--- src/rtl/wb_port_arbiter_if.sv ---
// Bundle between the EX/MEM result producers and the register-file write
// arbiter. The master side is the requester pair, the slave side is the
// arbiter that owns the write port and the flag register.
interface wb_port_arbiter_if;
  // EX result channel
  logic        ex_valid;
  logic        ex_ready;
  logic [15:0] ex_result;
  logic [3:0]  ex_nzcv;
  logic        ex_flag_en;
  logic [4:0]  ex_reg_idx_dst;
  // load-return channel
  logic        mem_valid;
  logic        mem_ready;
  logic [15:0] mem_data;
  logic [4:0]  mem_reg_idx_dst;
  // register-file write port and architectural flags
  logic        reg_w_en;
  logic [4:0]  reg_w_idx;
  logic [15:0] reg_w_data;
  logic [3:0]  nzcv;
  logic        force_ex;

  modport master (
    output ex_valid, ex_result, ex_nzcv, ex_flag_en, ex_reg_idx_dst,
    output mem_valid, mem_data, mem_reg_idx_dst,
    input  ex_ready, mem_ready,
    input  reg_w_en, reg_w_idx, reg_w_data, nzcv, force_ex
  );

  modport slave (
    input  ex_valid, ex_result, ex_nzcv, ex_flag_en, ex_reg_idx_dst,
    input  mem_valid, mem_data, mem_reg_idx_dst,
    output ex_ready, mem_ready,
    output reg_w_en, reg_w_idx, reg_w_data, nzcv, force_ex
  );
endinterface

--- src/rtl/wb_port_arbiter.sv ---
// Write-back port arbiter: two producers (EX results, load returns) share a
// single register-file write port. Loads normally win; an EX request that
// has lost STARVE_LIMIT consecutive cycles gets one forced grant.
// STARVE_LIMIT must lie in 1..15 so it fits the 4-bit starvation counter.
module wb_port_arbiter #(
  parameter int unsigned STARVE_LIMIT = 3
) (
  input logic              clk,
  input logic              reset,
  wb_port_arbiter_if.slave bus
);

  typedef enum logic {NORMAL, FORCE_EX} state_t;

  localparam logic [3:0] LIMIT = 4'(STARVE_LIMIT);

  state_t      state_q, state_d;
  logic [3:0]  cnt_q, cnt_d;
  logic        ex_rdy, mem_rdy;
  logic        ex_xfer, mem_xfer;

  logic        w_en_q;
  logic [4:0]  w_idx_q;
  logic [15:0] w_data_q;
  logic [3:0]  nzcv_q;

  // Grant selection: ready is purely a function of the valids and the
  // registered state, so it also behaves correctly while reset is held.
  always_comb begin
    ex_rdy  = 1'b0;
    mem_rdy = 1'b0;
    if (state_q == FORCE_EX) begin
      ex_rdy  = bus.ex_valid;
      mem_rdy = bus.mem_valid & ~bus.ex_valid;
    end else begin
      mem_rdy = bus.mem_valid;
      ex_rdy  = bus.ex_valid & ~bus.mem_valid;
    end
  end

  assign ex_xfer  = bus.ex_valid  & ex_rdy;
  assign mem_xfer = bus.mem_valid & mem_rdy;

  // Next starvation count and state; the state is a pure decode of the
  // counter so FORCE_EX lasts exactly as long as the counter sits at limit.
  always_comb begin
    cnt_d   = cnt_q;
    state_d = NORMAL;
    if (!bus.ex_valid || ex_xfer) begin
      cnt_d = 4'd0;
    end else if (cnt_q != LIMIT) begin
      cnt_d = cnt_q + 4'd1;
    end
    if (cnt_d == LIMIT) begin
      state_d = FORCE_EX;
    end
  end

  // Arbitration state register.
  always_ff @(posedge clk or posedge reset) begin
    if (reset) begin
      cnt_q   <= 4'd0;
      state_q <= NORMAL;
    end else begin
      cnt_q   <= cnt_d;
      state_q <= state_d;
    end
  end

  // Write port register: one write per transfer, index/data hold otherwise.
  always_ff @(posedge clk or posedge reset) begin
    if (reset) begin
      w_en_q   <= 1'b0;
      w_idx_q  <= 5'd0;
      w_data_q <= 16'd0;
    end else begin
      w_en_q <= ex_xfer | mem_xfer;
      if (ex_xfer) begin
        w_idx_q  <= bus.ex_reg_idx_dst;
        w_data_q <= bus.ex_result;
      end else if (mem_xfer) begin
        w_idx_q  <= bus.mem_reg_idx_dst;
        w_data_q <= bus.mem_data;
      end
    end
  end

  // Flag register: only an EX transfer that asks for it touches the flags.
  always_ff @(posedge clk or posedge reset) begin
    if (reset) begin
      nzcv_q <= 4'd0;
    end else if (ex_xfer && bus.ex_flag_en) begin
      nzcv_q <= bus.ex_nzcv;
    end
  end

  assign bus.ex_ready   = ex_rdy;
  assign bus.mem_ready  = mem_rdy;
  assign bus.reg_w_en   = w_en_q;
  assign bus.reg_w_idx  = w_idx_q;
  assign bus.reg_w_data = w_data_q;
  assign bus.nzcv       = nzcv_q;
  assign bus.force_ex   = (state_q == FORCE_EX);

  // Never two grants in one cycle.
  a_one_grant: assert property (@(posedge clk) disable iff (reset)
    !(ex_xfer && mem_xfer));

  // Counter never runs past the limit.
  a_cnt_bound: assert property (@(posedge clk) disable iff (reset)
    cnt_q <= LIMIT);

endmodule

--- src/flat_wrapper.sv ---
// flat-port wrapper written by rule: the top's interface ports become plain ports
module wb_port_arbiter_flat 
#(
  parameter int unsigned STARVE_LIMIT = 3
)
  (clk, reset, bus_ex_valid, bus_ex_result, bus_ex_nzcv, bus_ex_flag_en, bus_ex_reg_idx_dst, bus_mem_valid, bus_mem_data, bus_mem_reg_idx_dst, bus_ex_ready, bus_mem_ready, bus_reg_w_en, bus_reg_w_idx, bus_reg_w_data, bus_nzcv, bus_force_ex);
  wb_port_arbiter_if bus_i ();
  input logic clk;
  input logic reset;
  input wire logic [$bits(bus_i.ex_valid)-1:0] bus_ex_valid;
  input wire logic [$bits(bus_i.ex_result)-1:0] bus_ex_result;
  input wire logic [$bits(bus_i.ex_nzcv)-1:0] bus_ex_nzcv;
  input wire logic [$bits(bus_i.ex_flag_en)-1:0] bus_ex_flag_en;
  input wire logic [$bits(bus_i.ex_reg_idx_dst)-1:0] bus_ex_reg_idx_dst;
  input wire logic [$bits(bus_i.mem_valid)-1:0] bus_mem_valid;
  input wire logic [$bits(bus_i.mem_data)-1:0] bus_mem_data;
  input wire logic [$bits(bus_i.mem_reg_idx_dst)-1:0] bus_mem_reg_idx_dst;
  output wire logic [$bits(bus_i.ex_ready)-1:0] bus_ex_ready;
  output wire logic [$bits(bus_i.mem_ready)-1:0] bus_mem_ready;
  output wire logic [$bits(bus_i.reg_w_en)-1:0] bus_reg_w_en;
  output wire logic [$bits(bus_i.reg_w_idx)-1:0] bus_reg_w_idx;
  output wire logic [$bits(bus_i.reg_w_data)-1:0] bus_reg_w_data;
  output wire logic [$bits(bus_i.nzcv)-1:0] bus_nzcv;
  output wire logic [$bits(bus_i.force_ex)-1:0] bus_force_ex;
  assign bus_i.ex_valid = bus_ex_valid;
  assign bus_i.ex_result = bus_ex_result;
  assign bus_i.ex_nzcv = bus_ex_nzcv;
  assign bus_i.ex_flag_en = bus_ex_flag_en;
  assign bus_i.ex_reg_idx_dst = bus_ex_reg_idx_dst;
  assign bus_i.mem_valid = bus_mem_valid;
  assign bus_i.mem_data = bus_mem_data;
  assign bus_i.mem_reg_idx_dst = bus_mem_reg_idx_dst;
  assign bus_ex_ready = bus_i.ex_ready;
  assign bus_mem_ready = bus_i.mem_ready;
  assign bus_reg_w_en = bus_i.reg_w_en;
  assign bus_reg_w_idx = bus_i.reg_w_idx;
  assign bus_reg_w_data = bus_i.reg_w_data;
  assign bus_nzcv = bus_i.nzcv;
  assign bus_force_ex = bus_i.force_ex;
  wb_port_arbiter #(.STARVE_LIMIT(STARVE_LIMIT)) u_core (.clk(clk), .reset(reset), .bus(bus_i));
endmodule
--- config.mk ---
export PLATFORM = sky130hd
export DESIGN_NAME = wb_port_arbiter_flat
export DESIGN_NICKNAME = d
export VERILOG_FILES = /design/src/rtl/wb_port_arbiter_if.sv /design/src/rtl/wb_port_arbiter.sv /design/src/flat_wrapper.sv
export SDC_FILE = /design/constraint.sdc
export NUM_CORES = 1
export LEC_CHECK = 0
export CORE_MARGIN = 10
export CORE_UTILIZATION = 43
export DETAILED_ROUTE_END_ITERATION = 8
export PLACE_DENSITY_LB_ADDON = 0.08
export SETUP_SLACK_MARGIN = 0.1
export SYNTH_ARGS = -nofsm -noshare
export SYNTH_HDL_FRONTEND = slang
export SYNTH_SLANG_ARGS = --single-unit
--- constraint.sdc ---
create_clock -name clk -period 3 [get_ports clk]
set_input_delay 0.3 -clock clk [delete_from_list [all_inputs] [get_ports clk]]
set_output_delay 0.3 -clock clk [all_outputs]
set_load 0.01 [all_outputs]
==> flow_summary_export.csv, run 1 <==
group,metric,value,unit
run_status,run_status,"completed",
yosys,synth_cell_type_count,25,
finish,multi_input_area,777,µm²
finish,diodes,0,
sta,rsz0062_at_grt,"false",
yosys,yosys.area_share.simple,14.9,%
yosys,yosys_warnings,0,
setup_path,timing.rr.end,"u_core.bus.force_ex$_DFF_PP0_",
sta,finalSetupViolations,0,
yosys,yosysSeqAreaShare,47.2,%
floorplan,dieHeight,81.8,µm
placed_design,routabilityCongestion,0.716,
power,powerDensity,450,mW/mm²
yosys,synth_nets,187,
floorplan,die_x,81.8,µm
placed_design,dpl_worst_slack,0.832,ns
route,route.detailed.wl_per_inst,18.9,µm
floorplan,dieArea,0.00669,mm²
floorplan,start_util,44.5,%
yosys,synthAdderAreaFrac,0.762,%
yosys,synth.cell_area,0.00164,mm²
clock_network,post-cts-setup-buffers,0,
sta,hold_viol,0,
finish,seqCellArea,776,µm²
sta,finalClockSkew,0.00568,ns
grt,grt_pass1_vias,1538,
clock_network,path_clk_slew,0.06,ns
setup_path,cp_max_fo,21,
grt,gr-usage-all-layers,15.0,%
yosys,synth_top_family_by_area,"compound AO/OA/AOI/OAI gates",
grt,grt-ovfl-total,0,
clock_network,holdBufCountCts,0,
sta,fin_crit_sh,71.9,%
route,drt_wl_total,4.97,mm
route,drtIter0Drc,89,
finish,layout.core_utilization,69.0,%
grt,grt_max_degree,28,
setup_path,start_kind,"input pin",
sta,setup_ws,0.843,ns
yosys,synth-xor-area-share,1.07,%
grt,antenna_found_initial,0,
clock_network,clock_latency,0.28,ns
route,avgViaCountPerCell,5.44,
placed_design,dp_hpwl,3.76,mm
clock_network,cts_root_buf,"clkbuf_8",
route,drt-pass1-iter-count,5,
placed_design,numPortBuffers,79,
setup_path,ff2ff_setup_slack,1.43,ns
route,num_vias,1432,
clock_network,cts_resized,0,
power,leakagePower,1.07,nW
yosys,synthMuxAreaShare,3.35,%
sta,tightest_slew,0.528,ns
flow_run,drv_cap,0,
yosys,syn_area_per_cell,12.2,µm²
power,power,0.00114,W
clock_network,h-tree-depth,2,
grt,grt_pass1_wl,7.73,mm
setup_path,cp-end-kind,"primary output",
sta,slew_headroom,64.7,%
yosys,syn_inst,135,
route,drcViolationCount,0,
sta,tns,0,ns
clock_network,cts.sinks,31,
setup_path,critPathKind,"input pin to primary output",
yosys,synth-compound-area-share,27.3,%
finish,area_growth_syn_to_layout,54.8,%
setup_path,r2r-start,"u_core.cnt_q[0]$_DFF_PP0_",
yosys,ys_ff_latch,31,
setup_path,worst_ep_required_time,2.70,ns
min_path,hp-class,"input pin to async pin",
sta,drv_slew,0,
power,ir_worst_vdd,0.327,mV
clock_network,clockBufferDepth,2,
floorplan,row_count,22,
setup_path,worstRegToRegCells,3,
floorplan,top_level_ports,80,
floorplan,coreArea,0.00369,mm²
sta,fin_crit,2.16,ns
route,ant_nets,0,
finish,num-fill-cells,305,
sta,max_freq,464,MHz
finish,drive_above_1_share,20.0,%
clock_network,cts_tree,"yes",
finish,nets,267,
setup_path,cp.arrival,1.86,ns
clock_network,numCtsBuffers,5,
## stage by stage
stage,std cells,area [µm²],hold WS [ns]
after floorplan,135,1640,0.404
after global placement,256,2460,0.490
after detailed placement,256,2460,0.497
after CTS,263,2540,0.193
after global routing,263,2540,0.209
final,263,2540,0.203
## metal layers
| metal | global-route usage [%] | share of wire [%] |
|---|---|---|
| met4 | 5.10 | 0.83 |
| met2 | 25.8 | 53 |
| met5 | 0 | 0 |
| met3 | 6.66 | 9.0 |
| met1 | 16.1 | 37 |
## report_power, final
| part | total (W) | switching (W) | internal (W) | leakage [nW] |
|---|---|---|---|---|
| registers | 0.000486 | 0.0000234 | 0.000463 | 0.374 |
| logic | 0.000332 | 0.000122 | 0.000210 | 0.651 |
| clock network | 0.000326 | 0.000147 | 0.000179 | 0.0470 |
| total | 0.00114 | 0.000292 | 0.000852 | 1.07 |
## cell families (layout without fill, tap and decap cells)
group           after synthesis  in the layout
xor+xnor                      2              2
buf+inv                      14             94
simple gates                 37             37
fa+ha+maj                     1              1
flops                        31             31
compound gates               45             45
mux                           5              5
## registers in the layout, summed over array words and instances (netlist names)
| name | count |
|---|---|
| u_core.bus.force_ex | 1 |
| u_core.cnt_q | 4 |
| u_core.bus.reg_w_en | 1 |
| u_core.bus.nzcv | 4 |
| u_core.bus.reg_w_data | 16 |
| u_core.bus.reg_w_idx | 5 |
## synth_stat cells (all sizes together)
| cell type | instances | area [µm²] |
|---|---|---|
| nand2 | 1 | 3.75 |
| ha | 1 | 12.5 |
| mux2 | 4 | 45.0 |
| clkbuf | 2 | 7.51 |
| a21boi | 1 | 7.51 |
| a311oi | 1 | 15.0 |
| nor2b | 22 | 138 |
| dfrtp | 31 | 776 |
| inv | 2 | 7.51 |
| and2b | 1 | 7.51 |
| nand3 | 3 | 15.0 |
| nor2 | 4 | 15.0 |
| mux2i | 1 | 10.0 |
| nor3b | 1 | 7.51 |
| o221a | 21 | 236 |
| buf | 10 | 75.1 |
| or4b | 1 | 13.8 |
| nand2b | 1 | 8.76 |
| nand3b | 1 | 20.0 |
| or2 | 1 | 6.26 |
| nand4b | 1 | 8.76 |
| a21oi | 1 | 5.00 |
| a211o | 21 | 184 |
| xor2 | 2 | 17.5 |
## cells in the final DEF (no fill, tap or decap), types with 2 or more instances in the layout
| cell | count |
|---|---|
| nor2_1 | 4 |
| mux2_2 | 4 |
| dfrtp_1 | 31 |
| clkbuf_8 | 6 |
| buf_4 | 6 |
| nor2b_1 | 22 |
| inv_1 | 2 |
| nand3_1 | 3 |
| xor2_1 | 2 |
| clkdlybuf4s50_1 | 79 |
| a211o_1 | 21 |
| o221a_2 | 21 |
## cell type report
cell class                 count  area share (%)
clock buffer                   6            3.25
clock inverter                 1           0.197
inverter                       2           0.295
multi-input combinational     90            30.5
sequential                    31            30.5
tap                           48            2.36
timing repair buffer          85            32.9
## worst max path at each step
stage          slack (ns)                             to  depth (start not counted)                       from
6_report             0.84                  bus_mem_ready                          4              bus_mem_valid
5_1_grt              0.72                  bus_mem_ready                          4              bus_mem_valid
4_1_cts              0.82                  bus_mem_ready                          4              bus_mem_valid
3_5_place_dp         0.83                   bus_ex_ready                          4               bus_ex_valid
3_3_place_gp         0.85                  bus_mem_ready                          4              bus_mem_valid
2_1_floorplan        1.54  u_core.bus.force_ex$_DFF_PP0_                          3  u_core.cnt_q[0]$_DFF_PP0_
## critical path: stages
cell and delay [ns]:
clkdlybuf4s50_1 0.51, buf_4 0.26, a21boi_0 0.21, clkdlybuf4s50_1 0.57
Power figures use the tool's default switching activity.
==> run 2, diff against run 1 <==
CORE_UTILIZATION = 36   (was 43)
clock period = 1.91 ns   (was 3 ns; I/O delays follow)
==> run 2 against run 1 <==
Effect of this change: non-clock buffer count increased by 1; worst hold slack improved by 0.099 ns; critical path depth stayed put; critical path type is now flip-flop to primary output.
==> flow_summary_export.csv, run 2 (synthesis gave the netlist of run 1 again) <==
group,metric,value,unit
run_status,run_status,"completed",
clock_network,cts_tree,"yes",
setup_path,endpoint,"bus_ex_ready",
finish,final_area,0.00254,mm²
setup_path,critPathKind,"flip-flop to primary output",
setup_path,cp-end-kind,"primary output",
clock_network,clock_latency,0.27,ns
finish,diodes,0,
sta,fin_crit_sh,87.4,%
clock_network,clockBufferDepth,2,
grt,antenna_found_initial,0,
floorplan,coreArea,0.00438,mm²
setup_path,cp.arrival,1.48,ns
route,drt-pass1-iter-count,4,
finish,nets,268,
finish,area_growth_syn_to_layout,54.4,%
grt,gr-usage-met1,14.6,%
setup_path,crit_start,"u_core.bus.force_ex$_DFF_PP0_",
sta,fin_crit,1.67,ns
grt,grt_pass1_vias,1568,
route,ant_nets,0,
floorplan,dieHeight,87.6,µm
clock_network,post-cts-setup-buffers,0,
grt,met3_usage,4.92,%
grt,grt_pass1_wl,8.02,mm
finish,layout.cells.most_common,"clkdlybuf4s50_1",
floorplan,start_util,37.5,%
clock_network,cts_resized,0,
setup_path,cp_max_fo,4,
grt,grtUsageMet2,22.7,%
clock_network,h-tree-depth,2,
setup_path,ff2ff_setup_slack,0.31,ns
sta,max_freq,599,MHz
setup_path,worstRegToRegCells,3,
clock_network,holdBufCountCts,0,
route,drtIter0Drc,71,
setup_path,start_kind,"flip-flop",
placed_design,dp_hpwl,3.80,mm
grt,grt-ovfl-total,0,
placed_design,numPortBuffers,79,
flow_run,drv_cap,0,
sta,finalSetupViolations,0,
grt,gr-usage-all-layers,13.1,%
route,avgViaCountPerCell,5.40,
grt,grt_max_degree,32,
power,ir_worst_vdd,0.554,mV
floorplan,die_x,87.6,µm
finish,largest_reg_flops,16,
min_path,hp-class,"input pin to async pin",
sta,hold_viol,0,
setup_path,r2r-start,"u_core.cnt_q[0]$_DFF_PP0_",
finish,layout.cells.most_common_list,"clkdlybuf4s50_1, dfrtp_1, nor2b_1",
setup_path,timing.rr.end,"u_core.bus.force_ex$_DFF_PP0_",
setup_path,worst_ep_required_time,1.72,ns
placed_design,post_dp_cell_area,0.00246,mm²
floorplan,top_level_ports,80,
sta,tns,0,ns
floorplan,dieArea,0.00767,mm²
route,drt_wl_total,5.09,mm
grt,grt-busiest-layer,"met2",
floorplan,row_count,24,
placed_design,dpl_worst_slack,0.255,ns
sta,setup_ws,0.241,ns
sta,tightest_slew,0.420,ns
sta,slew_headroom,71.9,%
route,route.detailed.wl_per_inst,19.1,µm
placed_design,routabilityCongestion,0.788,
power,powerDensity,688,mW/mm²
clock_network,path_clk_slew,0.06,ns
sta,rsz0062_at_grt,"false",
clock_network,cts.sinks,31,
finish,drive_above_1_share,20.0,%
clock_network,numCtsBuffers,5,
route,num_vias,1441,
route,drcViolationCount,0,
sta,finalClockSkew,0.00430,ns
clock_network,cts_root_buf,"clkbuf_8",
sta,drv_slew,0,
power,leakagePower,1.07,nW
## run 2: worst min-delay path by stage
| stage | end | slack (ns) |
|---|---|---|
| final | u_core.bus.reg_w_data[2]$_DFFE_PP0P_ | 0.30 |
| after global routing | u_core.bus.nzcv[2]$_DFFE_PP0P_ | 0.35 |
| after CTS | u_core.bus.reg_w_data[2]$_DFFE_PP0P_ | 0.31 |
| after detailed placement | u_core.bus.force_ex$_DFF_PP0_ | 0.50 |
| after global placement | u_core.bus.nzcv[0]$_DFFE_PP0P_ | 0.49 |
| after floorplan | u_core.bus.force_ex$_DFF_PP0_ | 0.29 |
## run 2: layer usage
| metal | vias to the layer above | part of all wire, % |
|---|---|---|
| li1 | 683 | - |
| met1 | 692 | 40 |
| met2 | 62 | 50 |
| met3 | 4 | 8.6 |
| met4 | 0 | 0.84 |
| met5 | - | 0 |
## run 2: cell type report
type	count	area, µm²
clock buffers	6	72.6
well taps	52	65.1
repair buffers	86	838
inverters	2	7.51
flip-flops and latches	31	776
fillers	381	1850
multi-input cells	90	777
## run 2: power by group
| group | leakage, nW | internal (W) | switching (W) |
|---|---|---|---|
| Combinational | 0.655 | 0.000330 | 0.000191 |
| Sequential | 0.374 | 0.000727 | 0.0000373 |
| Clock | 0.0371 | 0.000242 | 0.000217 |
| Total | 1.07 | 0.00130 | 0.000445 |
## run 2: worst max-delay path, stage by stage, from the launching register on
cell and delay (ns):
dfrtp_1 0.40, nand2b_2 0.19, nand2_1 0.09, inv_1 0.04, clkdlybuf4s50_1 0.48
## run 2: stage by stage
stage | util [%] | total power [W] | cells | hold WS [ns]
final | 57.8 | 0.00174 | 267 | 0.302
after global routing | 57.8 | 0.00184 | 267 | 0.351
after CTS | 57.8 | 0.00177 | 267 | 0.312
after detailed placement | 56.2 | 0.00130 | 261 | 0.496
after global placement | 56.2 | 0.00128 | 261 | 0.492
after floorplan | - | 0.00100 | 135 | 0.295
